$ cat config.mk
export PLATFORM = sky130hd
export DESIGN_NAME = mux_nto1_pipe
export DESIGN_NICKNAME = d
export VERILOG_FILES = /design/src/rtl/cpu_pkg.sv /design/src/rtl/mux_nto1_comb.sv /design/src/rtl/mux_nto1_pipe.sv
export SDC_FILE = /design/constraint.sdc
export NUM_CORES = 1
export LEC_CHECK = 0
export ABC_AREA = 1
export ABC_CLOCK_PERIOD_IN_PS = 1280
export BUFFER_PORTS_ARGS = -buffer_cell sky130_fd_sc_hd__buf_2
export CORE_AREA = 2 2 115 117
export DETAILED_ROUTE_END_ITERATION = 16
export DIE_AREA = 0 0 117 119
export PLACE_DENSITY = 0.73
export SKIP_LAST_GASP = 1
export SYNTH_ARGS = -nofsm -noshare
export SYNTH_HDL_FRONTEND = slang
export SYNTH_SLANG_ARGS = --single-unit
$ cat constraint.sdc
create_clock -name clk -period 1.28 [get_ports clk]
set_input_delay 0.256 -clock clk [delete_from_list [all_inputs] [get_ports clk]]
set_output_delay 0.256 -clock clk [all_outputs]
set_load 0.05 [all_outputs]
$ cat src/rtl/cpu_pkg.sv
// Shared CPU datapath constants and select encodings for the pipeline muxes.
package cpu_pkg;

  localparam int unsigned WORD_SIZE_DEF = 32;

  typedef enum logic [1:0] {
    FWD_NONE = 2'd0,
    FWD_EX   = 2'd1,
    FWD_MEM  = 2'd2,
    FWD_WB   = 2'd3
  } fwd_sel_e;

  typedef enum logic [1:0] {
    PC_PLUS4  = 2'd0,
    PC_BRANCH = 2'd1,
    PC_JUMP   = 2'd2,
    PC_TRAP   = 2'd3
  } pc_src_e;

  typedef enum logic [1:0] {
    WB_ALU = 2'd0,
    WB_MEM = 2'd1,
    WB_PC4 = 2'd2,
    WB_CSR = 2'd3
  } wb_sel_e;

  // Number of 4-input groups needed to cover n inputs.
  function automatic int unsigned ceil_div4(input int unsigned n);
    return (n + 3) / 4;
  endfunction

endpackage

$ cat src/rtl/mux_nto1_comb.sv
// Combinational N:1 word select; unmatched select yields zero and a range flag.
module mux_nto1_comb
  import cpu_pkg::*;
#(
  parameter int unsigned WORD_SIZE  = WORD_SIZE_DEF,
  parameter int unsigned NUM_INPUTS = 4,
  localparam int unsigned SEL_W     = (NUM_INPUTS > 1) ? $clog2(NUM_INPUTS) : 1
) (
  input  logic [SEL_W-1:0]                sel,
  input  logic [NUM_INPUTS*WORD_SIZE-1:0] data_in,
  output logic [WORD_SIZE-1:0]            word_c,
  output logic                            range_err_c
);

  always_comb begin
    word_c      = '0;
    range_err_c = 1'b1;
    for (int i = 0; i < int'(NUM_INPUTS); i++) begin
      if (sel == SEL_W'(i)) begin
        word_c      = data_in[i*WORD_SIZE +: WORD_SIZE];
        range_err_c = 1'b0;
      end
    end
  end

endmodule

$ cat src/rtl/mux_nto1_pipe.sv
// Registered N:1 word mux for pipeline boundaries with valid, stall, flush
// and out-of-range select tracking; optional 2-stage group pre-select.
module mux_nto1_pipe
  import cpu_pkg::*;
#(
  parameter int unsigned WORD_SIZE  = WORD_SIZE_DEF,
  parameter int unsigned NUM_INPUTS = 8,
  parameter int unsigned LATENCY    = 1,
  localparam int unsigned SEL_W     = $clog2(NUM_INPUTS)
) (
  input  logic                            clk,
  input  logic                            rst,
  input  logic                            in_valid,
  input  logic [SEL_W-1:0]                sel,
  input  logic [NUM_INPUTS*WORD_SIZE-1:0] data_in,
  input  logic                            stall,
  input  logic                            flush,
  output logic                            out_valid,
  output logic [WORD_SIZE-1:0]            out,
  output logic                            sel_err
);

  if (NUM_INPUTS < 2 || NUM_INPUTS > 16) begin : g_bad_n
    $error("mux_nto1_pipe: NUM_INPUTS must be in 2..16");
  end
  if (LATENCY != 1 && LATENCY != 2) begin : g_bad_lat
    $error("mux_nto1_pipe: LATENCY must be 1 or 2");
  end

  logic                 out_valid_q;
  logic [WORD_SIZE-1:0] out_q;
  logic                 sel_err_q;

  assign out_valid = out_valid_q;
  assign out       = out_q;
  assign sel_err   = sel_err_q;

  if (LATENCY == 1) begin : g_lat1
    logic [WORD_SIZE-1:0] word_c;
    logic                 err_c;

    mux_nto1_comb #(
      .WORD_SIZE (WORD_SIZE),
      .NUM_INPUTS(NUM_INPUTS)
    ) u_mux (
      .sel        (sel),
      .data_in    (data_in),
      .word_c     (word_c),
      .range_err_c(err_c)
    );

    // Priority: reset, flush, stall, load.
    always_ff @(posedge clk) begin
      if (rst) begin
        out_valid_q <= 1'b0;
        out_q       <= '0;
        sel_err_q   <= 1'b0;
      end else if (flush) begin
        out_valid_q <= 1'b0;
        sel_err_q   <= 1'b0;
      end else if (!stall) begin
        out_valid_q <= in_valid;
        if (in_valid) begin
          out_q     <= word_c;
          sel_err_q <= err_c;
        end else begin
          sel_err_q <= 1'b0;
        end
      end
    end

  end else begin : g_lat2
    localparam int unsigned G     = ceil_div4(NUM_INPUTS);
    localparam int unsigned PAD_W = G * 4 * WORD_SIZE;
    localparam int unsigned UP_W  = (SEL_W > 2) ? SEL_W - 2 : 1;

    logic [PAD_W-1:0]       padded_c;
    logic [1:0]             lo_sel_c;
    logic [UP_W-1:0]        up_sel_c;
    logic [WORD_SIZE-1:0]   grp_c [G];
    logic [G-1:0]           grp_err_c;
    logic                   range_c;

    logic                   v1_q;
    logic [WORD_SIZE-1:0]   grp_q [G];
    logic [UP_W-1:0]        up_q;
    logic                   err1_q;

    logic [G*WORD_SIZE-1:0] fin_flat_c;
    logic [WORD_SIZE-1:0]   fin_word_c;
    logic                   fin_err_c;

    // Missing inputs of the last group read as zero.
    assign padded_c = PAD_W'(data_in);
    assign lo_sel_c = 2'(sel);
    assign up_sel_c = UP_W'(sel >> 2);
    assign range_c  = (32'(sel) >= NUM_INPUTS) | (|grp_err_c);

    for (genvar g = 0; g < int'(G); g++) begin : g_grp
      mux_nto1_comb #(
        .WORD_SIZE (WORD_SIZE),
        .NUM_INPUTS(4)
      ) u_grp (
        .sel        (lo_sel_c),
        .data_in    (padded_c[g*4*WORD_SIZE +: 4*WORD_SIZE]),
        .word_c     (grp_c[g]),
        .range_err_c(grp_err_c[g])
      );
    end

    always_comb begin
      fin_flat_c = '0;
      for (int g = 0; g < int'(G); g++) begin
        fin_flat_c[g*WORD_SIZE +: WORD_SIZE] = grp_q[g];
      end
    end

    mux_nto1_comb #(
      .WORD_SIZE (WORD_SIZE),
      .NUM_INPUTS(G)
    ) u_fin (
      .sel        (up_q),
      .data_in    (fin_flat_c),
      .word_c     (fin_word_c),
      .range_err_c(fin_err_c)
    );

    // Both stages share one priority chain so stall/flush act on them together.
    always_ff @(posedge clk) begin
      if (rst) begin
        v1_q        <= 1'b0;
        up_q        <= '0;
        err1_q      <= 1'b0;
        for (int g = 0; g < int'(G); g++) grp_q[g] <= '0;
        out_valid_q <= 1'b0;
        out_q       <= '0;
        sel_err_q   <= 1'b0;
      end else if (flush) begin
        v1_q        <= 1'b0;
        err1_q      <= 1'b0;
        out_valid_q <= 1'b0;
        sel_err_q   <= 1'b0;
      end else if (!stall) begin
        v1_q <= in_valid;
        if (in_valid) begin
          for (int g = 0; g < int'(G); g++) grp_q[g] <= grp_c[g];
          up_q   <= up_sel_c;
          err1_q <= range_c;
        end else begin
          err1_q <= 1'b0;
        end
        out_valid_q <= v1_q;
        if (v1_q) begin
          out_q     <= (err1_q || fin_err_c) ? '0 : fin_word_c;
          sel_err_q <= err1_q | fin_err_c;
        end else begin
          sel_err_q <= 1'b0;
        end
      end
    end
  end

endmodule

==> metrics.md, run 1 <==
| Metric | Value |
|---|---|
| Max stage delay cell, worst path | nor3_4 |
| Syn_area_per_cell | ~5.5 µm² |
| Final worst-path cycle share | 96.3% |
| Crit path buffers/inverters | 4 |
| Top post-synthesis cells by area | dfxtp_1, nand2_1, nand4_1, a21oi_1, nor2_1 |
| Post-Syn Instances | 630 |
| Fillers | around 1400 |
| Clock Skews | 0 ns |
| Worst-path clk slew | 0.06 ns |
| Drt pass-1 iters | 5 |
| Max_slew headroom | around 77% |
| Via count | 5616 |
| Worst setup path class | in2reg |
| Gr ovfl total | 0 |
| Largest net degree at the start of global routing | 58 |
| Initial antenna violation count | 3 |
| CTS tree | done |
| Worst-case clock buffer depth | 2 |
| Critical Path RT | ~1.5 ns |
| Crit-path max FO | 16 |
| I/O pin cnt | 298 |
| Sequence of cells on the critical path | buf_4 -> buf_6 -> nor3_4 -> buf_12 -> clkbuf_16 -> nand2_1 -> nand4_1 -> nand2_1 -> a21oi_2 |
| DRT iter0 DRCs | about 600 |
| I/O Buffers | 297 |
| Register bit total from synthesis | 34 |
| H-tree levels | 2 |
| Sequential area share after synthesis | about a fifth |
| Delay-heaviest family, CP | buffers and inverters |
| Finished Cell Area | a little under 6000 µm² |
| Outcome | completed |
| Synthesis warning total | 0 |
| Synth cell types | 20 |
| Max frequency | roughly 0.81 GHz |
| Maximum vdd drop | 0.000501 V |
| Critical path's most frequent cell | nand2_1 |
| Register area | ~680 µm² |
| Gr usage total | 22.4% |
| DRC violations left | 0 |
| Worst setup EP type | register |
| Worst min-delay path category | in2reg |
| Core Area | 12900 µm² |
| Global-route wire length before repair | between 20 and 25 mm |
| Setup Viol. Count Final | 0 |
| Top cell type's share of synthesized area | 19.8% |
| Gp weighted congestion | 0.918 |
| PwrDens | 725 nW/µm² |
| Area leader, netlist | dfxtp_1 |
| Max_cap viols | 0 |
| DR vias/cell | 5.01 |
| DRT Wirelength | 18.1 mm |
| Final Max Slew Viols | 0 |
| Initial Util | between 20% and 30% |
| Clk_lat worst skew | 0.27 ns |
| Worst-margin pin slew | ~0.34 ns |
| Clock Sink Count | 34 |
| Root Buffer | clkbuf_16 |
| Final setup margin | 0.0472 ns |
| Worst path arrival time | roughly 1.5 ns |
| Min Tclk post-route | 1.23 ns |
| Fin Hold WS | 0.177 ns |
| Post-synth net total | 894 |
| Die Wd | 117 µm |
| Die area | roughly 14000 µm² |
| Via count of the first global-routing pass | 4789 |
| Placed cell area | 5380 µm² |
| DP Worst Slack | -0.321 ns |
| Layout cells sized above 1 | approximately two fifths |
| Hold buffer count at CTS | 0 |
| Static Leak | between 3 and 4 nW |
| Cell Area, Synth | 3440 µm² |
| Startpoint Class | primary input |
| Nets | 1205 |
| Post-DP HPWL | about 13 mm |
| Die Y | 119 µm |
| CTS Buf Count | 5 |
| RSZ-0062 raised after global routing | yes |
| CP max stage delay | 0.21 ns |
| Multi-input logic area | 2280 µm² |
| Rows | 42 |
| Final Hold Viols | 0 |
| Area Overhead vs Synth | 72.6% |
| Routed Antenna Nets | 0 |
| Avg WL per Cell | 16.1 µm |
## worst reg2reg max path, stage by stage (launching register included)
cell     delay (ns)
dfxtp_1        0.31
o21ai_0        0.20
a21oi_1        0.06
## cell type report
| class | instances | share of cell area (%) |
|---|---|---|
| Sequential cell | 34 | 11.5 |
| Clock inverter | 3 | 1.16 |
| Multi-Input combinational cell | 473 | 38.5 |
| Antenna cell | 3 | 0.126 |
| Timing Repair Buffer | 354 | 38.0 |
| Tap cell | 176 | 3.71 |
| Clock buffer | 5 | 2.11 |
| Inverter | 73 | 4.99 |
## cell families after synthesis
family	share of synthesized area, %
buffers and inverters	15.3
AOI/OAI and AO/OA	14.2
and+or+nand+nor	50.7
DFF	19.8
## what timing repair did
item | in CTS | in global routing
pin swaps | 0 | 9
resized for setup | 1 | 33
setup buffers | 0 | 5
cloned | 0 | 8
endpoints found under the setup margin | 5 | 32
## layer usage
metal | share of wire [%] | global-route usage [%] | vias to the layer above | wire (µm)
met2 | 48 | 38.4 | 373 | 8610
li1 | - | - | 2748 | -
met5 | 0 | 0 | - | 0
met1 | 39 | 26.9 | 2456 | 7050
met3 | 10 | 4.68 | 39 | 1800
met4 | 3.4 | 8.82 | 0 | 606
## flip-flops by register name (all words and copies together), names as in the netlist
signal / count
out_valid: 1
out: 32
sel_err: 1
## metrics by stage
stage / util, % / setup TNS (ns) / total power [mW] / instances
after floorplan: - / -0.563 / 1.88 / 630
after global placement: 41.8 / -7.40 / 2.59 / 1098
final: 46.1 / 0 / 4.31 / 1121
after CTS: 43.3 / 0 / 4.22 / 1106
after detailed placement: 41.8 / -8.12 / 2.59 / 1098
after global routing: 46.1 / -0.0501 / 4.52 / 1121
## synthesized netlist by cell type
| cell | n |
|---|---|
| a211oi_1 | 1 |
| a21oi_1 | 91 |
| buf_1 | 2 |
| buf_2 | 29 |
| buf_4 | 7 |
| clkbuf_1 | 12 |
| dfxtp_1 | 34 |
| inv_1 | 67 |
| inv_2 | 5 |
| inv_4 | 1 |
| nand2_1 | 151 |
| nand3_1 | 56 |
| nand3_2 | 1 |
| nand4_1 | 86 |
| nor2_1 | 75 |
| nor2_2 | 1 |
| nor3_1 | 2 |
| nor3_2 | 2 |
| nor3_4 | 2 |
| o21ai_0 | 5 |
## layout by cell type, fill, tap and decap left out, types with 2 or more instances in the layout
cell type / instances
a21oi_1: 89
a21oi_2: 2
buf_12: 15
buf_2: 295
buf_4: 31
buf_6: 5
bufinv_16: 2
clkbuf_16: 12
dfxtp_1: 34
diode_2: 3
inv_1: 67
inv_4: 2
inv_6: 2
nand2_1: 150
nand3_1: 54
nand3_2: 2
nand4_1: 86
nor2_1: 72
nor2_2: 3
nor3_2: 2
nor3_4: 3
o21ai_0: 5
## power by group
part           internal, mW  switching (mW)  leakage (nW)
logic                 0.707           0.867          2.79
clock network          1.12           0.492        0.0940
registers              1.10          0.0198         0.276
total                  2.93            1.38          3.16
## worst paths after layout
check,startpoint,to,slack [ns],depth (start not counted)
worst max-delay path,sel[0],out[10]$_SDFFE_PP0P_,0.05,9
worst max register to register,out[6]$_SDFFE_PP0P_,out[6]$_SDFFE_PP0P_,0.59,2
worst min-delay path,flush,sel_err$_SDFFE_PP0N_,0.18,2
worst min register to register,sel_err$_SDFFE_PP0N_,sel_err$_SDFFE_PP0N_,0.44,2
Power figures use the tool's default switching activity.
==> run 2: changes to the inputs <==
==> constraint.sdc (replaced) <==
create_clock -name clk -period 1.28 [get_ports clk]
set_input_delay 0.128 -clock clk [delete_from_list [all_inputs] [get_ports clk]]
set_output_delay 0.128 -clock clk [all_outputs]
set_load 0.05 [all_outputs]
==> metrics.md, run 2 (synthesis results as in run 1) <==
| Metric | Value |
|---|---|
| Outcome | completed |
| Max reg flops | 32 (unchanged) |
| DRT Wirelength | 16.8 mm (-7.1%) |
| Worst-margin pin slew | 0.363 ns (+0.0234 ns) |
| CTS Buf Count | 5 (unchanged) |
| Worst-case clock buffer depth | 2 (unchanged) |
| Die Y | 119 µm (unchanged) |
| Final Util | 43.5% (-2.7 points) |
| Root Buffer | clkbuf_16 |
| Worst setup EP type | register |
| Drt pass-1 iters | 5 (unchanged) |
| Psw | 1.33 mW (-3.2%) |
| Critical Path RT | 1.49 ns (about the same) |
| RSZ-0062 raised after global routing | yes |
| Clk_lat worst skew | 0.28 ns (about the same) |
| I/O Buffers | 297 (unchanged) |
| Initial antenna violation count | 0 (-3) |
| Area Overhead vs Synth | 62.6% |
| H-tree levels | 2 (unchanged) |
| Avg WL per Cell | 15.1 µm (-6.3%) |
| Min Tclk post-route | 1.14 ns (-0.0889 ns) |
| Post_cts resized | 0 (-1) |
| Die Wd | 117 µm (unchanged) |
| Final Hold Viols | 0 (unchanged) |
| Commonest non-fill, non-tap cell in the layout | buf_2 |
| Tot Pwr | 3.80 mW (-12%) |
| Initial Util | 26.7% (unchanged) |
| Post-DP HPWL | 13.1 mm (-0.88%) |
| Max frequency | 0.874 GHz (+7.8%) |
| Via count | 5522 (-1.7%) |
| Clock Sink Count | 34 (unchanged) |
| Fillers | 1385 (+2.4%) |
| Worst path arrival time | 1.36 ns (-0.09 ns) |
| Worst min-delay path category | in2reg |
| Crit-path max FO | 34 (+18) |
| Post-CTS setup buffers | 0 (unchanged) |
| Core Area | 12900 µm² (unchanged) |
| Final Max Slew Viols | 0 (unchanged) |
| Worst hold path depth | 2 (unchanged) |
| Nets | 1198 (-0.58%) |
| Routed Antenna Nets | 0 (unchanged) |
| Hold buffer count at CTS | 0 (unchanged) |
| Via count of the first global-routing pass | 5140 (+7.3%) |
| CTS tree | done |
| Power Internal | 2.47 mW (-16%) |
| Cells on worst reg2reg path | 2 (unchanged) |
| Gr usage total | 23.3% (+0.89 points) |
| Setup Viol. Count Final | 0 (unchanged) |
| Layout cells sized above 1 | 39.3% (-1.4 points) |
| DR vias/cell | 4.97 (-0.79%) |
| DRC violations left | 0 (unchanged) |
| I/O pin cnt | 298 (unchanged) |
| Worst setup path class | in2reg |
| Maximum vdd drop | 0.000389 V (-22%) |
| Clk network pwr share | 31.8% (-5.6 points) |
| Rows | 42 (unchanged) |
| Max_cap viols | 0 (unchanged) |
| Final worst-path cycle share | 89.4% (-6.9 points) |
| Die area | 13900 µm² (unchanged) |
| DRT iter0 DRCs | 379 (-37%) |
| PwrDens | 680 nW/µm² (-6.2%) |
| Startpoint Class | primary input |
| Most frequent cells in the layout | buf_2, nand2_1, a21oi_1 |
| Combinational share of power | 38.8% (+2.2 points) |
| Static Leak | 3.04 nW (-3.9%) |
| Clock Skews | 0 ns (unchanged) |
| Global-route wire length before repair | 25.6 mm (+6.5%) |
| Largest net degree at the start of global routing | 43 (-26%) |
| Worst-path clk slew | 0.06 ns (about the same) |
| Max_slew headroom | 75.7% (-1.6 points) |
| Switching share of power | 35.1% (+3.1 points) |
| Gr ovfl total | 0 (unchanged) |
| Ant diodes | 0 (-3) |
| Share of power burned in registers | 29.4% (+3.4 points) |
| Gp weighted congestion | 0.963 (+5.0%) |
==> run 2: changes by cell type in the layout (fill, tap and decap cells not counted), sizes merged <==
| cell | before | now |
|---|---|---|
| diode | 3 | 0 |
| buf | 347 | 346 |
| bufinv | 2 | 0 |
| clkinv | 1 | 2 |
| clkbuf | 12 | 7 |
==> run 2: per-layer routing <==
metal  global-route usage (%)  wire [µm]  share of wire (%)
met5                        0          0                  0
met3                     5.04       1600                9.5
met2                     39.5       7890                 47
met4                     8.01        482                2.9
met1                     28.8       6800                 41
==> run 2: through the flow <==
stage	instance area, µm²	TNS [ns]	cells	worst slack [ns]	hold WS, ns
floorplan	3440	0	630	0.0190	0.205
global placement	5440	-2.64	1103	-0.133	0.344
detailed placement	5440	-3.88	1103	-0.173	0.359
CTS	5580	0	1111	0.117	0.0507
global route	5600	-0.0225	1111	-0.0225	0.0495
finish	5600	0	1111	0.136	0.0608
==> run 2: power by group through the flow <==
stage,Sequential [mW],Combinational (mW),Clock (mW)
after global routing,1.12,1.61,1.29
after floorplan,1.28,0.566,0
final,1.12,1.47,1.21
after global placement,1.14,1.45,0
after detailed placement,1.14,1.46,0
after CTS,1.12,1.46,1.25
==> run 2: critical path, cell delays in order <==
cell,delay [ns]
buf_2,0.12
inv_2,0.09
buf_4,0.15
nor3_4,0.27
buf_12,0.23
a21oi_1,0.06
nand4_1,0.11
nand2_1,0.06
a21oi_1,0.11
==> run 2: path summary, 6_finish.rpt <==
kind | from | endpoint | slack, ns
setup / recovery | sel[2] | out[31]$_SDFFE_PP0P_ | 0.14
hold / removal | flush | sel_err$_SDFFE_PP0N_ | 0.06
setup reg to reg | out_valid$_SDFFE_PP0N_ | out_valid$_SDFFE_PP0N_ | 0.57
hold reg to reg | sel_err$_SDFFE_PP0N_ | sel_err$_SDFFE_PP0N_ | 0.46
==> run 2: final cells by class <==
| class | count | area (µm²) | share of cell area [%] |
|---|---|---|---|
| Timing Repair Buffer | 347 | 2030 | 36.3 |
| Clock inverter | 2 | 13.8 | 0.246 |
| Clock buffer | 6 | 129 | 2.30 |
| Multi-Input combinational cell | 473 | 2240 | 40.1 |
| Sequential cell | 34 | 681 | 12.2 |
| Inverter | 73 | 277 | 4.94 |
| Tap cell | 176 | 220 | 3.94 |
